### config.mk
export PLATFORM = sky130hd
export DESIGN_NAME = serial_adder_ctrl
export DESIGN_NICKNAME = d
export VERILOG_FILES = /design/src/rtl/serial_adder_pkg.sv /design/src/rtl/serial_adder_ctrl_nibble_add.sv /design/src/rtl/serial_adder_ctrl.sv
export SDC_FILE = /design/constraint.sdc
export NUM_CORES = 1
export LEC_CHECK = 0
export BUFFER_PORTS_ARGS = -buffer_cell sky130_fd_sc_hd__buf_2
export CORE_AREA = 4 4 98 81
export CTS_BUF_LIST = sky130_fd_sc_hd__clkbuf_4 sky130_fd_sc_hd__clkbuf_8
export DETAILED_ROUTE_END_ITERATION = 7
export DIE_AREA = 0 0 102 85
export HOLD_SLACK_MARGIN = 0.02
export PLACE_DENSITY = 0.61
export SYNTH_ARGS = -nofsm -noshare
export SYNTH_HDL_FRONTEND = slang
export SYNTH_HIERARCHICAL = 1
export SYNTH_SLANG_ARGS = --single-unit
### constraint.sdc
create_clock -name clk -period 9.29 [get_ports clk]
set_clock_uncertainty 0.15 [all_clocks]
set_input_delay 1.858 -clock clk [delete_from_list [all_inputs] [get_ports clk]]
set_output_delay 1.858 -clock clk [all_outputs]
set_load 0.03 [all_outputs]
### src/rtl/serial_adder_pkg.sv
// Shared types and constants for the nibble-serial adder sequencer.
package serial_adder_pkg;

    localparam int unsigned NIBBLE_W = 4;

    typedef enum logic [1:0] {
        IDLE = 2'd0,
        RUN  = 2'd1,
        DONE = 2'd2
    } state_t;

endpackage : serial_adder_pkg

### src/rtl/serial_adder_ctrl_nibble_add.sv
// Combinational 4-bit ripple slice; also exposes the carry into the top bit for overflow detection.
import serial_adder_pkg::*;

module nibble_add (
    input  logic [NIBBLE_W-1:0] a,
    input  logic [NIBBLE_W-1:0] b,
    input  logic                cin,
    output logic [NIBBLE_W-1:0] s,
    output logic                cout,
    output logic                c3
);

    logic [NIBBLE_W:0] c;

    always_comb begin
        c[0] = cin;
        for (int i = 0; i < int'(NIBBLE_W); i++) begin
            s[i]   = a[i] ^ b[i] ^ c[i];
            c[i+1] = (a[i] & b[i]) | (a[i] & c[i]) | (b[i] & c[i]);
        end
        cout = c[NIBBLE_W];
        c3   = c[NIBBLE_W-1];
    end

endmodule : nibble_add

### src/rtl/serial_adder_ctrl.sv
// Wide adder built by time-multiplexing one 4-bit slice, LS nibble first, start/busy/done handshake.
// Optional subtract support is enabled by defining SERIAL_ADDER_SUB_EN.
import serial_adder_pkg::*;

module serial_adder_ctrl #(
    parameter int unsigned NUM_NIBBLES = 4
) (
    input  logic                            clk,
    input  logic                            n_rst,
    input  logic                            start,
    input  logic [NIBBLE_W*NUM_NIBBLES-1:0] op_a,
    input  logic [NIBBLE_W*NUM_NIBBLES-1:0] op_b,
    input  logic                            carry_in,
`ifdef SERIAL_ADDER_SUB_EN
    input  logic                            sub,
`endif
    output logic                            busy,
    output logic                            done,
    output logic [NIBBLE_W*NUM_NIBBLES-1:0] sum,
    output logic                            carry_out,
    output logic                            overflow
);

    localparam int unsigned W     = NIBBLE_W * NUM_NIBBLES;
    localparam int unsigned IDX_W = (NUM_NIBBLES > 2) ? $clog2(NUM_NIBBLES) : 1;
    localparam logic [IDX_W-1:0] LAST_IDX = IDX_W'(NUM_NIBBLES - 1);

    state_t             state_q, state_d;
    logic [W-1:0]       a_q, b_q;
    logic               carry_q;
    logic               sub_q;
    logic [IDX_W-1:0]   idx_q;

    logic               load_c, step_c, last_c;
    logic [NIBBLE_W-1:0] a_nib, b_nib, s_nib;
    logic               cout_nib, c3_nib;

    // State register
    always_ff @(posedge clk or negedge n_rst) begin
        if (!n_rst) state_q <= IDLE;
        else        state_q <= state_d;
    end

    // Next-state and datapath strobes
    always_comb begin
        state_d = state_q;
        load_c  = 1'b0;
        step_c  = 1'b0;
        last_c  = 1'b0;
        case (state_q)
            IDLE: begin
                if (start) begin
                    load_c  = 1'b1;
                    state_d = RUN;
                end
            end
            RUN: begin
                step_c = 1'b1;
                if (idx_q == LAST_IDX) begin
                    last_c  = 1'b1;
                    state_d = DONE;
                end
            end
            DONE:    state_d = IDLE;
            default: state_d = IDLE;
        endcase
    end

    // Operand nibble selection; subtraction feeds the inverted B nibble
    always_comb begin
        a_nib = a_q[NIBBLE_W*idx_q +: NIBBLE_W];
        b_nib = b_q[NIBBLE_W*idx_q +: NIBBLE_W];
        if (sub_q) b_nib = ~b_nib;
    end

    nibble_add u_slice (
        .a    (a_nib),
        .b    (b_nib),
        .cin  (carry_q),
        .s    (s_nib),
        .cout (cout_nib),
        .c3   (c3_nib)
    );

`ifdef SERIAL_ADDER_SUB_EN
    always_ff @(posedge clk or negedge n_rst) begin
        if (!n_rst)      sub_q <= 1'b0;
        else if (load_c) sub_q <= sub;
    end
`else
    assign sub_q = 1'b0;
`endif

    // Operand latch, carry flop, nibble index and result registers
    always_ff @(posedge clk or negedge n_rst) begin
        if (!n_rst) begin
            a_q       <= '0;
            b_q       <= '0;
            carry_q   <= 1'b0;
            idx_q     <= '0;
            sum       <= '0;
            carry_out <= 1'b0;
            overflow  <= 1'b0;
        end else if (load_c) begin
            a_q     <= op_a;
            b_q     <= op_b;
            idx_q   <= '0;
`ifdef SERIAL_ADDER_SUB_EN
            carry_q <= sub ? 1'b1 : carry_in;
`else
            carry_q <= carry_in;
`endif
        end else if (step_c) begin
            sum[NIBBLE_W*idx_q +: NIBBLE_W] <= s_nib;
            carry_q <= cout_nib;
            if (last_c) begin
                carry_out <= cout_nib;
                overflow  <= c3_nib ^ cout_nib;
            end else begin
                idx_q <= idx_q + IDX_W'(1);
            end
        end
    end

    // Handshake flags follow the next state so they are valid right after each edge
    always_ff @(posedge clk or negedge n_rst) begin
        if (!n_rst) begin
            busy <= 1'b0;
            done <= 1'b0;
        end else begin
            busy <= (state_d != IDLE);
            done <= (state_d == DONE);
        end
    end

endmodule : serial_adder_ctrl

==> run_results.csv <==
group,metric,value,unit
setup_path,crit_path_start_kind,"register",
synth,synth_enable_flop_cells,0,
synth,synth.yosys.seq_area_share,52.53,%
clock_network,cts-resized-gates,0,
timing,period_utilization,39.41,%
setup_path,crit_path_cell_chain,"mux4_2 -> inv_1 -> fa_1 -> inv_1 -> fa_1 -> fa_1 -> inv_1 -> fa_1 -> inv_1 -> nand2_1 -> o32ai_2",
synth,synth_area_per_cell,14.29,µm²
setup_path,crit_path_max_incr_delay,800,ps
pwr,leakage,1.500,nW
detailed_routing,routed_wl,5380,µm
detailed_routing,detail_route.wl_per_cell,15.87,µm
setup_path,critPathRequiredTime,9380,ps
clock_network,worstSkewPairLatency,330,ps
synth,yosys-top-cells-count,"dfrtp_1, mux2_2, inv_1, a32o_1, nand2_1",
grt,grt_pass1_vias,1799,
setup_path,worst-endpoint-arrival,3750,ps
detailed_routing,drt_iter0_markers,58,
timing,maxSlewHeadroom,51.77,%
clock_network,post_cts_buffers,0,
place,globalplace.congestion,0.7588,
timing,setup_tns,0,ps
synth,post_synth_instance_area,2715,µm²
detailed_routing,final_antenna_net_count,0,
setup_path,crit_type,"register to register",
final_layout,proportion_of_layout_cells_with_a_drive_suffix_above_1,46.03,%
synth,synth_top_flop_cell,"dfrtp_1",
grt,grt_pass1_wl,8983,µm
final_layout,layout_overhead_on_the_synthesized_area,19.63,%
clock_network,tritoncts_clock_tree,"built",
worst_hold_path,worstHoldPathCells,1,
synth,yosysWarnings,6,
synth,synthMostInstantiatedCell,"dfrtp_1",
setup_path,endpoint_kind,"register",
setup_path,biggest_fanout_along_the_worst_timing_path,17,
floorplanning,fp-row-count,27,
timing,worstMarginPinSlew,723.5,ps
grt,grt.total_usage,13.51,%
synth,synth_top_cell_area_share,52.53,%
synth,netlist_top_cells_area,"dfrtp_1, mux2_2, mux4_2",
place,buffer_ports.inserted,55,
timing,setup_viol,0,
timing,min_period,3661,ps
synth,synth_seq_cells,57,
floorplanning,initial_utilization,39.40,%
detailed_routing,post_detailed_route_drc_marker_count,0,
synth,asyncSetResetFlopFracSynth,100.0,%
pwr,power_per_cell_area,411.1,nW/µm²
worst_hold_path,worst_hold_path_type,"register to register",
setup_path,critical_path.reg2reg.startpoint,"idx_q[0]",
final_layout,nets,293,
grt,grt_antenna_before_repair,0,
synth,netlist-cell-type-count,32,
final_layout,final_core_util,47.13,%
clock_network,clock_tree.buffer_depth,2,
timing,timing.final.ws_setup,5629,ps
timing,final-hold-violation-count,0,
setup_path,crit_family,"adder cells",
final_layout,final_cell_count_without_fillers,339,
job,timing.max_cap.violations,0,
floorplanning,die_width,102,µm
floorplanning,die-height,85,µm
pwr,max-vdd-ir-drop,0.1585,mV
clock_network,cts.htree.levels,3,
place,post-place-cells,324,
synth,synth_top_area_cell,"dfrtp_1",
setup_path,worst_r2r_endpoint,"sum[15]",
worst_hold_path,worst_hold_startpoint,"b_q[3]",
setup_path,length_in_cells_of_the_worst_reg_to_reg_path,11,
timing,drv_slew,0,
clock_network,cts.hold.buffers_added,0,
synth,syn_nets,235,
floorplanning,die_outline_area,8670,µm²
floorplanning,core_area,6892,µm²
worst_hold_path,hold-path-endpoint,"b_q[3]",
floorplanning,ios,56,
grt,globalRoute.totalOverflow,0,
detailed_routing,routed-via-count,1733,
final_layout,final.fill_count,659,
run_status,status,"complete, no violations",
detailed_routing,drt_first_pass_iters,4,
setup_path,crit_slowest_cell,"dfrtp_1",
timing,rsz0062_at_grt,"no",
place,dp_slack,5567,ps
timing,maxClockFrequency,273.1,MHz
clock_network,cts.reportedPaths.clkPinSlew,60,ps
clock_network,tritoncts_num_sinks,57,
final_layout,insertedDiodeCount,0,
setup_path,rrSetupSlack,5630,ps
detailed_routing,avgViaCountPerCell,5.112,
clock_network,numCtsBuffers,9,
grt,pin_count_of_the_biggest_net_entering_global_routing,58,
synth,syn_inst,190,
place,detailed_place_hpwl,3857,µm
setup_path,critical_path_buf_inv_count,4,
clock_network,cts-root-buf,"clkbuf_8",
metal layers:
layer / track usage (%) / part of all wire, % / wire length, µm / vias to the layer above
li1: - / - / - / 809
met1: 18.55 / 47 / 2547 / 871
met2: 19.76 / 45 / 2414 / 44
met3: 5.341 / 6.5 / 350 / 9
met4: 3.933 / 1.3 / 68 / 0
met5: 0 / 0 / 0 / -
sequential cells by signal, summed over array words and instances, names as in the netlist:
signal     flops
sum           16
carry_q        1
b_q           16
overflow       1
done           1
carry_out      1
a_q           16
busy           1
idx_q          2
state_q        2
stage by stage:
step           power [mW]  hold slack, ps  cell area [µm²]
2_1_floorplan      0.9447           298.8             2715
3_3_place_gp        1.133           320.7             3068
3_5_place_dp        1.147           327.2             3068
4_1_cts             1.359           339.9             3248
5_1_grt             1.442           351.0             3248
6_report            1.335           333.4             3248
layout by cell type, fill, tap and decap left out, drive strengths merged:
master    n
nor3b     3
o21ba     1
o221a     1
nand3     2
mux2     34
clkinv    3
nand2     8
nand4bb   2
o32ai     8
inv      20
fa        4
ha        5
and3b     3
xor2      1
and4bb    1
a21boi    1
nand2b    1
dfrtp    57
buf      57
a32o      8
mux4      8
nor2b     1
o211ai    2
clkbuf   12
and2      4
nand3b    2
or4b      3
cell type report:
class | count | area (µm²) | share of cell area (%)
repair buffers | 57 | 290.3 | 8.937
well taps | 87 | 108.9 | 3.351
clock inverters | 3 | 15.01 | 0.4622
multi-input cells | 103 | 1167 | 35.94
clock buffers | 12 | 165.2 | 5.085
flip-flops and latches | 57 | 1426 | 43.91
inverters | 20 | 75.07 | 2.311
power by group:
group / switching (mW) / internal, mW
logic: 0.372 / 0.305
registers: 0.0881 / 0.363
clock network: 0.0918 / 0.116
total: 0.552 / 0.783
cell families after synthesis:
family / synth area share, %
compound gates: 8.249
xor+xnor: 0.3226
fa+ha+maj: 5.254
buf+inv: 4.700
flops: 52.53
mux: 21.01
simple gates: 7.926
how the worst max path moves through the flow:
stage,from,slack [ps],to,cells after the start
2_1_floorplan,idx_q[0],5960,sum[15],12
3_3_place_gp,idx_q[0],5690,sum[7],11
3_5_place_dp,idx_q[0],5570,sum[15],11
4_1_cts,idx_q[0],5560,sum[7],11
5_1_grt,idx_q[0],5400,sum[7],11
6_report,idx_q[0],5630,sum[15],11
Power figures use the tool's default switching activity.
